### src/rtl/subtrator_pkg.sv
// Shared definitions for the ripple-borrow subtractor: default width and the
// per-bit borrow equation.
package subtrator_pkg;

  localparam int DEFAULT_WIDTH = 1;

  function automatic logic borrow_out(input logic a, input logic b, input logic bin);
    return (~a & b) | (~a & bin) | (b & bin);
  endfunction

endpackage

### src/rtl/subtrator_completo_if.sv
// Operand/result bundle for the registered subtractor.
interface subtrator_completo_if
  import subtrator_pkg::*;
#(
  parameter int WIDTH = DEFAULT_WIDTH
);
  logic             in_valid;
  logic [WIDTH-1:0] a;
  logic [WIDTH-1:0] b;
  logic             cin;
  logic [WIDTH-1:0] s;
  logic             cout;
  logic             out_valid;

  modport master (output in_valid, a, b, cin, input s, cout, out_valid);
  modport slave  (input in_valid, a, b, cin, output s, cout, out_valid);
endinterface

### src/rtl/subtrator_bit.sv
// Combinational 1-bit full-subtractor cell: d = a - b - bin, bout = borrow.
module subtrator_bit
  import subtrator_pkg::*;
(
  input  logic a,
  input  logic b,
  input  logic bin,
  output logic d,
  output logic bout
);
  assign d    = a ^ b ^ bin;
  assign bout = borrow_out(a, b, bin);
endmodule

### src/rtl/subtrator_completo.sv
// Registered ripple-borrow subtractor: {cout, s} = a - b - cin, 1-cycle latency.
module subtrator_completo
  import subtrator_pkg::*;
#(
  parameter int WIDTH = DEFAULT_WIDTH
) (
  input  logic                clk,
  input  logic                rst_n,
  subtrator_completo_if.slave bus
);
  logic [WIDTH:0]   borrow;
  logic [WIDTH-1:0] diff;

  logic [WIDTH-1:0] s_q, s_d;
  logic             cout_q, cout_d;
  logic             vld_q, vld_d;

  assign borrow[0] = bus.cin;

  // Borrow ripples from bit 0 upward; borrow[WIDTH] is the final borrow-out.
  for (genvar i = 0; i < WIDTH; i++) begin : g_bit
    subtrator_bit u_bit (
      .a    (bus.a[i]),
      .b    (bus.b[i]),
      .bin  (borrow[i]),
      .d    (diff[i]),
      .bout (borrow[i+1])
    );
  end

  always_comb begin
    s_d    = s_q;
    cout_d = cout_q;
    vld_d  = bus.in_valid;
    if (bus.in_valid) begin
      s_d    = diff;
      cout_d = borrow[WIDTH];
    end
  end

  always_ff @(posedge clk) begin
    if (!rst_n) begin
      s_q    <= '0;
      cout_q <= 1'b0;
      vld_q  <= 1'b0;
    end else begin
      s_q    <= s_d;
      cout_q <= cout_d;
      vld_q  <= vld_d;
    end
  end

  assign bus.s         = s_q;
  assign bus.cout      = cout_q;
  assign bus.out_valid = vld_q;
endmodule

### src/flat_wrapper.sv
// flat-port wrapper written by rule: the top's interface ports become plain ports
module subtrator_completo_flat import subtrator_pkg::*;
#(
  parameter int WIDTH = DEFAULT_WIDTH
)
  (clk, rst_n, bus_in_valid, bus_a, bus_b, bus_cin, bus_s, bus_cout, bus_out_valid);
  subtrator_completo_if #(.WIDTH(WIDTH)) bus_i ();
  input  logic clk;
  input  logic rst_n;
  input wire logic [$bits(bus_i.in_valid)-1:0] bus_in_valid;
  input wire logic [$bits(bus_i.a)-1:0] bus_a;
  input wire logic [$bits(bus_i.b)-1:0] bus_b;
  input wire logic [$bits(bus_i.cin)-1:0] bus_cin;
  output wire logic [$bits(bus_i.s)-1:0] bus_s;
  output wire logic [$bits(bus_i.cout)-1:0] bus_cout;
  output wire logic [$bits(bus_i.out_valid)-1:0] bus_out_valid;
  assign bus_i.in_valid = bus_in_valid;
  assign bus_i.a = bus_a;
  assign bus_i.b = bus_b;
  assign bus_i.cin = bus_cin;
  assign bus_s = bus_i.s;
  assign bus_cout = bus_i.cout;
  assign bus_out_valid = bus_i.out_valid;
  subtrator_completo #(.WIDTH(WIDTH)) u_core (.clk(clk), .rst_n(rst_n), .bus(bus_i));
endmodule
### config.mk
export PLATFORM = sky130hd
export DESIGN_NAME = subtrator_completo_flat
export DESIGN_NICKNAME = d
export VERILOG_FILES = /design/src/rtl/subtrator_pkg.sv /design/src/rtl/subtrator_completo_if.sv /design/src/rtl/subtrator_bit.sv /design/src/rtl/subtrator_completo.sv /design/src/flat_wrapper.sv
export SDC_FILE = /design/constraint.sdc
export NUM_CORES = 1
export LEC_CHECK = 0
export CORE_AREA = 2 2 39 41
export DETAILED_ROUTE_END_ITERATION = 6
export DIE_AREA = 0 0 41 43
export PLACE_DENSITY = 0.36
export SLEW_MARGIN = 20
export SYNTH_ARGS = -nofsm -noshare
export SYNTH_HDL_FRONTEND = slang
export SYNTH_SLANG_ARGS = --single-unit
### constraint.sdc
create_clock -name clk -period 1.5 [get_ports clk]
set_input_delay 0.225 -clock clk [delete_from_list [all_inputs] [get_ports clk]]
set_output_delay 0.225 -clock clk [all_outputs]
set_load 0.01 [all_outputs]
==> run summary <==
Outcome: finished clean
HP Class: reg -> reg
Sequential-to-total area share from yosys stat: 0.4948
Filler cells: 148
Post-CTS Resized: 0
Post-Syn Area per Cell: 12.14 um^2
Flop pwr share: 0.317
CTS buffer count: 3
Pleak: 0.1062 nW
FMAX: 0.7533 GHz
Core area: 0.001384 mm^2
Crit path DAT: 1.10 ns
RSZ-0062 raised after global routing: false
Worst path slowest cell: clkdlybuf4s50_1
Final setup fails: 0
Max clock buf depth: 2
Netlist cell types: 8
FF+latch area: 60.06 um^2
Most common cell after layout, fill and taps aside: clkdlybuf4s50_1
Clock Pin Slew Worst Setup and Hold Paths: 0.04 ns
Net Switching: 64.05 uW
Row count: 14
CP Capture Type: primary output
Peak fanout along the critical path: 2
Setup TNS: 0 ns
Via count of the routed design: 115
Crit start category: flip-flop
Share of cells above drive strength 1: 0.1818
Detailed Route Iter0 Violations: 0
Post-route cell area: 247.7 um^2
Peak VDD IR: 0.0003908 V
Final std cells w/o fill: 38
Switching share of total power: 0.2302
WP data required: 1.27 ns
Post-DR wirelength/cell: 7.500 um
PwrDens: 1123 mW/mm^2
Most frequent cells in the layout: clkdlybuf4s50_1, clkbuf_4, dfxtp_1
Vias in the first global route: 110
GPL Wtd Cong: 0.5833
Die height: 43 um
Placed cell count: 34
DIE AREA: 0.001763 mm^2
H-tree depth: 1
Later-pin clock latency in the skew report: 0.24 ns
Max-slew violations: 0
Max incr delay on CP: 0.54 ns
Final worst-path cycle share: 0.8850
Flops & latches, synth: 3
Yosys top cell by area: dfxtp_1
Post-Syn Nets: 17
Least-Margin Pin Slew: 0.1214 ns
Total I/O pin count: 9
Die width: 41 um
Worst rel slew slack: 0.9168
Clk sinks: 3
Via-to-Cell Ratio: 3.026
Overflow left after global routing: 0
Number of antenna diodes: 0
Initial antenna violation count: 0
Initial Util: 0.08770
Clk_skew: 0 ns
TritonRoute pass-1 iters: 1
Max_cap viols: 0
CTS Hold Bufs: 0
CP delay by family, top: buffers and inverters
Setup ws final: 0.1724 ns
GRT Util Overall: 0.05433
Synth top area share: 0.4948
Buffers on Ports: 8
Final core occ: 0.1790
Ranking of synthesized cells by area: dfxtp_1, fa_1, mux2i_1
Pin count of the biggest net entering global routing: 5
Dpl ws: 0.008340 ns
Cell area after placement: 221.5 um^2
Post-CTS Setup Bufs: 0
Internal: 214.1 uW
Critical path class: reg -> out
CTS tree: done
Final ANT Viol Nets: 0
Clk pwr share: 0.531
Multi-input gate area: 57.56 um^2
Fin. Hold Viols: 0
First-pass GRT wire length: 469 um
Cell area after synthesis: 121.4 um^2
Yosys warning count: 0
Mapped Cells: 10
Buf/Inv on CP: 1
Final wirelength: 285 um
Combinational power share: 0.152
CP cell instances: clkdlybuf4s50_1
DRC viols: 0
Clock tree root driver cell: clkbuf_4
Post-route minimum period: 1.328 ns
Area grow syn2layout: 104.1%
Post-layout nets: 30
## kinds of logic (layout without fill, tap and decap cells)
group,Yosys count,after routing,synth area share
DFF,3,3,0.4949
and+or+nand+nor,3,3,0.1444
adders and majority gates,1,1,0.1650
AOI/OAI and AO/OA,1,1,0.08248
muxes,1,1,0.08248
buffers and inverters,1,13,0.03090
## cell usage after synthesis
library cell  n
and2_2        1
dfxtp_1       3
fa_1          1
inv_1         1
mux2i_1       1
nand2_1       1
nor2b_1       1
o211a_1       1
## worst paths after layout
check | slack, ns | cells past startpoint | endpoint | from
worst min register to register | 0.47 | 1 | u_core.bus.s$_SDFFE_PN0P_ | u_core.bus.s$_SDFFE_PN0P_
worst max-delay path | 0.17 | 1 | bus_cout | u_core.bus.cout$_SDFFE_PN0P_
worst max register to register | 0.90 | 1 | u_core.bus.s$_SDFFE_PN0P_ | u_core.bus.s$_SDFFE_PN0P_
worst min-delay path | 0.47 | 1 | u_core.bus.s$_SDFFE_PN0P_ | u_core.bus.s$_SDFFE_PN0P_
## metrics by stage
stage	total power [mW]	hold slack, ns
2_1_floorplan	0.1029	0.3532
3_3_place_gp	0.1306	0.4676
3_5_place_dp	0.1323	0.4763
4_1_cts	0.2868	0.4817
5_1_grt	0.3009	0.4969
6_report	0.2782	0.4748
## per-layer routing
layer,track usage,up-vias,routed length [um]
met5,0,-,0
met4,0.06000,0,18
met3,0.09424,4,63
met2,0.03438,11,63
met1,0.05178,45,140
li1,-,55,-
## final cells by class
class / count / area share
Timing Repair Buffer: 8 / 0.3232
Sequential cell: 3 / 0.2424
Clock buffer: 4 / 0.1061
Inverter: 1 / 0.01515
Multi-Input combinational cell: 6 / 0.2323
Tap cell: 16 / 0.08081
## power by group through the flow
| stage | clock, mW | sequential (mW) | combinational (mW) |
|---|---|---|---|
| floorplan | 0 | 0.0923 | 0.0106 |
| global placement | 0 | 0.0896 | 0.0410 |
| detailed placement | 0 | 0.0897 | 0.0426 |
| CTS | 0.156 | 0.0884 | 0.0427 |
| global route | 0.166 | 0.0889 | 0.0457 |
| finish | 0.148 | 0.0883 | 0.0422 |
## state kept, by name (all words and copies together), names as in the netlist
name,flops
u_core.bus.out_valid,1
u_core.bus.cout,1
u_core.bus.s,1
No activity file was read; power rests on OpenSTA's default activity.
